--- src/rtl/zstd_frame_header_parser.sv ---
// Zstandard frame header parser: takes IN_BYTES-wide beats, consumes one header byte per cycle,
// decodes FHD/WD/DID/FCS, derives Window_Size and hands back payload bytes sharing the last beat.
module zstd_frame_header_parser #(
  parameter int IN_BYTES = 2
) (
  input  logic                           clk_i,
  input  logic                           rst_ni,
  input  logic                           start_i,
  input  logic                           in_valid_i,
  output logic                           in_ready_o,
  input  logic [8*IN_BYTES-1:0]          in_data_i,
  output logic                           busy_o,
  output logic                           finished_o,
  output logic                           error_o,
  output logic [1:0]                     err_code_o,
  output logic [4:0]                     hdr_len_o,
  output logic [7:0]                     frame_header_descriptor_o,
  output logic [7:0]                     window_descriptor_o,
  output logic [31:0]                    dictionary_id_o,
  output logic [63:0]                    frame_content_size_o,
  output logic [63:0]                    window_size_o,
  output logic [8*IN_BYTES-1:0]          extra_data_o,
  output logic [$clog2(IN_BYTES+1)-1:0]  extra_cnt_o
);
  localparam int CW = $clog2(IN_BYTES+1);
  localparam int BW = 8*IN_BYTES;

  typedef enum logic [3:0] {
    S_IDLE, S_MAGIC, S_FHD, S_WD, S_DID, S_FCS, S_CALC, S_DONE, S_ERR
  } state_e;

  function automatic logic [3:0] did_len(input logic [1:0] f);
    case (f)
      2'd0:    did_len = 4'd0;
      2'd1:    did_len = 4'd1;
      2'd2:    did_len = 4'd2;
      default: did_len = 4'd4;
    endcase
  endfunction

  function automatic logic [3:0] fcs_len(input logic [7:0] fhd);
    case (fhd[7:6])
      2'd0:    fcs_len = {3'd0, fhd[5]};
      2'd1:    fcs_len = 4'd2;
      2'd2:    fcs_len = 4'd4;
      default: fcs_len = 4'd8;
    endcase
  endfunction

  // First present field after DID: absent fields are skipped without a bubble.
  function automatic state_e after_did(input logic [7:0] fhd);
    after_did = (fcs_len(fhd) != 4'd0) ? S_FCS : S_CALC;
  endfunction

  function automatic state_e after_wd(input logic [7:0] fhd);
    after_wd = (did_len(fhd[1:0]) != 4'd0) ? S_DID : after_did(fhd);
  endfunction

  function automatic logic [7:0] magic_byte(input logic [1:0] idx);
    case (idx)
      2'd0:    magic_byte = 8'h28;
      2'd1:    magic_byte = 8'hB5;
      2'd2:    magic_byte = 8'h2F;
      default: magic_byte = 8'hFD;
    endcase
  endfunction

  state_e         state_q, state_d;
  logic [BW-1:0]  buf_q, buf_d;
  logic [CW-1:0]  buf_cnt_q, buf_cnt_d;
  logic [3:0]     cnt_q, cnt_d;
  logic [7:0]     fhd_q, fhd_d, wd_q, wd_d;
  logic [31:0]    did_q, did_d;
  logic [63:0]    fcs_q, fcs_d, ws_q, ws_d;
  logic [4:0]     hdr_len_q, hdr_len_d;
  logic [1:0]     err_code_q, err_code_d;
  logic [BW-1:0]  extra_data_q, extra_data_d;
  logic [CW-1:0]  extra_cnt_q, extra_cnt_d;

  logic [7:0]  cur;
  logic [3:0]  fld_len;
  logic        fld_last, parse_st, consume, restart, accept, hdr_end, go_err;
  logic [5:0]  wl;
  logic [63:0] wbase, fcs_acc;

  assign cur      = buf_q[7:0];
  assign parse_st = (state_q == S_MAGIC) || (state_q == S_FHD) || (state_q == S_WD) ||
                    (state_q == S_DID) || (state_q == S_FCS);
  assign consume  = parse_st && (buf_cnt_q != '0);
  assign restart  = start_i && ((state_q == S_IDLE) || (state_q == S_DONE) || (state_q == S_ERR));
  assign accept   = in_valid_i && in_ready_o;
  assign fld_last = (cnt_q == fld_len - 4'd1);
  assign hdr_end  = consume && (state_d == S_CALC);
  assign go_err   = consume && (state_d == S_ERR);

  always_comb begin
    fld_len = 4'd0;
    case (state_q)
      S_MAGIC: fld_len = 4'd4;
      S_FHD:   fld_len = 4'd1;
      S_WD:    fld_len = 4'd1;
      S_DID:   fld_len = did_len(fhd_q[1:0]);
      S_FCS:   fld_len = fcs_len(fhd_q);
      default: fld_len = 4'd0;
    endcase
  end

  always_ff @(posedge clk_i or negedge rst_ni) begin
    if (!rst_ni) state_q <= S_IDLE;
    else         state_q <= state_d;
  end

  always_comb begin
    state_d = state_q;
    case (state_q)
      S_IDLE, S_DONE, S_ERR: if (start_i) state_d = S_MAGIC;
      S_MAGIC: if (consume) begin
        if (cur != magic_byte(cnt_q[1:0])) state_d = S_ERR;
        else if (fld_last)                 state_d = S_FHD;
      end
      S_FHD: if (consume) begin
        if (cur[3])      state_d = S_ERR;
        else if (!cur[5]) state_d = S_WD;
        else              state_d = after_wd(cur);
      end
      S_WD:   if (consume)             state_d = after_wd(fhd_q);
      S_DID:  if (consume && fld_last) state_d = after_did(fhd_q);
      S_FCS:  if (consume && fld_last) state_d = S_CALC;
      S_CALC: state_d = S_DONE;
      default: state_d = S_IDLE;
    endcase
  end

  always_comb begin
    busy_o     = parse_st || (state_q == S_CALC);
    finished_o = (state_q == S_DONE);
    error_o    = (state_q == S_ERR);
    in_ready_o = parse_st && (buf_cnt_q == '0);
  end

  assign wl      = 6'd10 + {1'b0, wd_q[7:3]};
  assign wbase   = 64'd1 << wl;
  assign fcs_acc = fcs_q | (64'(cur) << {cnt_q, 3'b000});

  always_comb begin
    buf_d        = buf_q;
    buf_cnt_d    = buf_cnt_q;
    cnt_d        = cnt_q;
    fhd_d        = fhd_q;
    wd_d         = wd_q;
    did_d        = did_q;
    fcs_d        = fcs_q;
    ws_d         = ws_q;
    hdr_len_d    = hdr_len_q;
    err_code_d   = err_code_q;
    extra_data_d = extra_data_q;
    extra_cnt_d  = extra_cnt_q;
    if (restart) begin
      buf_d        = '0;
      buf_cnt_d    = '0;
      cnt_d        = '0;
      fhd_d        = '0;
      wd_d         = '0;
      did_d        = '0;
      fcs_d        = '0;
      ws_d         = '0;
      hdr_len_d    = '0;
      err_code_d   = '0;
      extra_data_d = '0;
      extra_cnt_d  = '0;
    end else begin
      if (accept) begin
        buf_d     = in_data_i;
        buf_cnt_d = CW'(IN_BYTES);
      end
      if (consume) begin
        buf_d     = buf_q >> 8;
        buf_cnt_d = buf_cnt_q - CW'(1);
        cnt_d     = fld_last ? 4'd0 : cnt_q + 4'd1;
        if (go_err) begin
          buf_d      = '0;
          buf_cnt_d  = '0;
          err_code_d = (state_q == S_MAGIC) ? 2'd1 : 2'd2;
        end else begin
          hdr_len_d = hdr_len_q + 5'd1;
          case (state_q)
            S_FHD: fhd_d = cur;
            S_WD:  wd_d  = cur;
            S_DID: did_d = did_q | (32'(cur) << {cnt_q, 3'b000});
            S_FCS: fcs_d = (fld_last && fhd_q[7:6] == 2'd1) ? fcs_acc + 64'd256 : fcs_acc;
            default: ;
          endcase
        end
        // Whatever follows the last header byte in this beat is block payload.
        if (hdr_end) begin
          extra_data_d = buf_q >> 8;
          extra_cnt_d  = buf_cnt_q - CW'(1);
          buf_d        = '0;
          buf_cnt_d    = '0;
        end
      end
      if (state_q == S_CALC)
        ws_d = fhd_q[5] ? fcs_q : wbase + (wbase >> 3) * {61'd0, wd_q[2:0]};
    end
  end

  always_ff @(posedge clk_i or negedge rst_ni) begin
    if (!rst_ni) begin
      buf_q        <= '0;
      buf_cnt_q    <= '0;
      cnt_q        <= '0;
      fhd_q        <= '0;
      wd_q         <= '0;
      did_q        <= '0;
      fcs_q        <= '0;
      ws_q         <= '0;
      hdr_len_q    <= '0;
      err_code_q   <= '0;
      extra_data_q <= '0;
      extra_cnt_q  <= '0;
    end else begin
      buf_q        <= buf_d;
      buf_cnt_q    <= buf_cnt_d;
      cnt_q        <= cnt_d;
      fhd_q        <= fhd_d;
      wd_q         <= wd_d;
      did_q        <= did_d;
      fcs_q        <= fcs_d;
      ws_q         <= ws_d;
      hdr_len_q    <= hdr_len_d;
      err_code_q   <= err_code_d;
      extra_data_q <= extra_data_d;
      extra_cnt_q  <= extra_cnt_d;
    end
  end

  assign err_code_o                = err_code_q;
  assign hdr_len_o                 = hdr_len_q;
  assign frame_header_descriptor_o = fhd_q;
  assign window_descriptor_o       = wd_q;
  assign dictionary_id_o           = did_q;
  assign frame_content_size_o      = fcs_q;
  assign window_size_o             = ws_q;
  assign extra_data_o              = extra_data_q;
  assign extra_cnt_o               = extra_cnt_q;
endmodule

--- config.mk ---
export PLATFORM = sky130hd
export DESIGN_NAME = zstd_frame_header_parser
export DESIGN_NICKNAME = d
export VERILOG_FILES = /design/src/rtl/zstd_frame_header_parser.sv
export SDC_FILE = /design/constraint.sdc
export NUM_CORES = 1
export LEC_CHECK = 0
export ABC_AREA = 1
export BUFFER_PORTS_ARGS = -buffer_cell sky130_fd_sc_hd__buf_2
export CORE_MARGIN = 10
export CORE_UTILIZATION = 55
export CTS_CLUSTER_SIZE = 20
export DETAILED_ROUTE_END_ITERATION = 10
export PLACE_DENSITY_LB_ADDON = 0.1
export SYNTH_ARGS = -nofsm -noshare
export SYNTH_HDL_FRONTEND = slang
export SYNTH_SLANG_ARGS = --single-unit
--- constraint.sdc ---
create_clock -name clk_i -period 5.05 [get_ports clk_i]
set_clock_uncertainty 0.2 [all_clocks]
set_input_delay 0.505 -clock clk_i [delete_from_list [all_inputs] [get_ports clk_i]]
set_output_delay 0.505 -clock clk_i [all_outputs]
set_load 0.05 [all_outputs]
==> results list <==
- The flow ran to the end, but the final reports show violations.
- The checks that failed: setup timing.
* Critical path data arrival time: around 5400 ps
- The die is approximately 220 um wide.
* Post-Synthesis Mean Instance Area: about 7.0 um2
- The floorplan has a little over 70 rows.
- Of the cells placed in the final design, the portion with a size suffix greater than 1 is 0.2518.
* Post-detailed-routing wire length: roughly 91 mm
- Placeable Area: roughly 38,000 um2
- The smallest clock period supported by the final layout is computed as between 5000 and 6000 ps.
- For the pin with the worst max-slew slack, the measured transition is 1228 ps.
- Final number of hold-violating endpoints: 0
- Top_reg_cell synth: dfrtp_1
- Overall die area: ~47,000 um2
* Number of filler instances in the final layout: 3,125
- Placed inst area: 24,540 um2
- Crit path kind: flip-flop to flip-flop
- The net count of the finished layout is 3,712.
- For this run the aggregate overflow at the end of global routing stands at 0.
- Post-DR wirelength/cell: between 20 and 25 um
- For this configuration, the core starts out at a cell density of 0.5609.
- IR analysis of the VDD net gives a maximum drop of 393.9 uV.
- Number of enable-type register cells in the synthesized netlist: 0
- Headroom to the max-slew limit: 0.1804
- In this run the worst path has a maximum fanout of 8.
- The tightest hold path in the finished design has a slack of approximately 30 ps.
- Relative to the synthesized area, the layout overhead comes to 25.67%.
* Final period utilization: 1.012
* Fraction of registers with async set or reset after synthesis: 1.000
* TritonCTS clock tree: yes
- CTS saw around 220 sinks.
- Port buffering added 216 buffers.
- The first TritonRoute pass finished after 7 iterations.
* Final design instance area without fill: between 20,000 and 30,000 um2
- Most frequent cell after synthesis: nand2_1
- Area share of the largest cell type after synthesis: 0.2582
- The detailed router placed about 24,000 vias in this run.
- Area used by multi-input combinational logic: 14,930 um2
- Across every metal layer, demand over resource in global routing totals 0.3631.
- Setup repair after global routing could not meet its margin everywhere.
- Later-pin clock latency in the skew report: 590 ps
- The first global-routing pass estimated about 130 mm of wire.
* Final-report setup violation count: 3
* Pin count of the biggest net entering global routing: around 100
* Drt via density: just under 6
- The share of the Yosys chip area taken by registers is 0.2582.
* Type of the worst min-delay path: input pin to flip-flop
- Summing all flip-flop and latch instances after layout gives approximately 5500 um2.
- The biggest area contributor in the post-synthesis netlist is dfrtp_1.
* Dpl ws: -162.9 ps
- Count of mapped cells out of synthesis: 3,036
- Once detailed placement completed, the half-perimeter wirelength came to 70.79 mm.
* Max-cap violation count: 0
- The number of antenna violations at the first check in global routing is 0.
- For this run, the share of the core covered by cells in the final layout is 0.7048.
- Num CTS Buffers: 26
* FF+latch count, synth: 219
- Worst Setup Slack, final: -60.98 ps
- After detailed routing, the number of remaining DRC violations is 0.
* CP startpoint kind: flip-flop
- Cell variety after synth: 66
* Most frequent cells after synthesis: nand2_1 (665), nor2_1 (523), inv_1 (329)
- For this design the ratio of total power to cell area is approximately 360 nW/um2.
- Total negative slack for setup checks: -141.0 ps
* Clock Pin Slew Worst Setup and Hold Paths: ~60 ps
* Required time of the critical path: about 5400 ps
- Top post-synthesis cells by area: dfrtp_1 (26%), nand2_1 (12%), fa_1 (11%)
- P_leak: ~0.013 uW
* Routability Congestion: ~1.1
- The number of pins with negative max-slew slack in the final report came to 0.
- For this run, the top clock speed supported by timing is about 200 MHz.
- Number of global-route vias before repair: between 20,000 and 25,000
* Number of levels the H-tree was split into: 1
* Number of routed nets with antenna violations: 0
- The Yosys step of the flow raised 0 warnings.
* Synthesized area: roughly 21,000 um2
- The cell sitting at the root of the clock tree is a clkbuf_16.
* Clock Tree Buf Depth: 3
* Number of I/O pins: between 200 and 250
- Number of DRC markers in iteration 0: roughly 3,300
- Die Ht: 216.4 um
- The worst setup path is captured at a flip-flop.
- Antenna cells: 0
[per-layer routing]
metal	vias to the layer above	wire length, um	track usage
met5	-	0	0
li1	10682	-	-
met3	377	8610	0.06602
met2	1555	41710	0.5848
met1	11377	33230	0.4458
met4	0	7333	0.2235
[critical path, cell delays in order (launching register included)]
cell	delay, ps
dfrtp_2	440
ha_4	200
xor2_4	160
buf_4	180
nor2_1	140
nand2_1	110
nor2_2	150
inv_1	110
nor2_1	200
fa_1	530
fa_1	560
ha_1	390
nand2_1	180
o21a_1	250
o21ai_0	250
nand3_1	170
nand3_1	190
xor2_2	300
buf_4	170
o21ai_1	80
nand2_1	100
[sequential cells by signal, summed over array words and instances, names as in the netlist]
signal	flops
extra_data_o	8
frame_header_descriptor_o	8
frame_content_size_o	64
hdr_len_o	5
extra_cnt_o	2
window_descriptor_o	8
window_size_o	64
cnt_q	4
buf_q	16
dictionary_id_o	32
state_q	4
err_code_o	2
buf_cnt_q	2
[stage by stage]
step	instances	total power (uW)
6_report	4026	9683
5_1_grt	4026	10060
4_1_cts	4010	9031
3_5_place_dp	3953	6880
3_3_place_gp	3953	6790
2_1_floorplan	3073	5422
[cell usage in the layout (no fill, tap or decap), types with 32 or more instances in the layout]
master and count:
inv_1 324, nor2_1 434, buf_2 215, nor2_2 98, o21ai_2 32, o21ai_1 76
a21oi_1 157, ha_1 44, xor2_1 55, nand3_1 161, fa_1 120, o21ai_0 133
dfrtp_1 215, nand4_1 38, conb_1 39, buf_4 267, nand2_1 652
[cells by family after synthesis]
group,synth area share
compound gates,0.1487
xor+xnor,0.03136
fa+ha+maj,0.1589
buf+inv,0.09096
flops,0.2582
mux,0.0005305
other cells,0.0003538
simple gates,0.3110
[report_power, final]
group / internal [uW] / total, uW / switching [uW]
clock network: 1260 / 2110 / 848
registers: 1980 / 2280 / 298
logic: 1450 / 5300 / 3850
total: 4690 / 9680 / 4990
[final cells by class]
cell class              count  share of cell area
inverters                 358             0.05188
well taps                 511             0.02397
repair inverters            3           0.0008444
clock buffers              33             0.02650
flip-flops and latches    219              0.2056
multi-input cells        2391              0.5598
clock inverters            15            0.008960
repair buffers            496              0.1224
[final timing paths]
check / to / from / depth (start not counted) / slack [ps]
max in group asynchronous: window_size_o[57] / rst_ni / 3 / 3050
min reg2reg: frame_header_descriptor_o[3] / frame_header_descriptor_o[3] / 2 / 260
max reg2reg: window_size_o[24] / window_descriptor_o[4] / 20 / -60
min in group asynchronous: dictionary_id_o[8] / rst_ni / 2 / 350
min: buf_q[3] / in_data_i[3] / 5 / 30
max: window_size_o[24] / window_descriptor_o[4] / 20 / -60
[timing repair]
| action | CTS | global route |
|---|---|---|
| pin swaps | 0 | 50 |
| endpoints found under the setup margin | 18 | 43 |
| cloned | 2 | 2 |
| gates resized for setup | 30 | 232 |
| hold buffers | 6 | 0 |
| endpoints found under the hold margin | 102 | 0 |
| buffers inserted | 1 | 14 |
(Power assumes the default switching activity.)
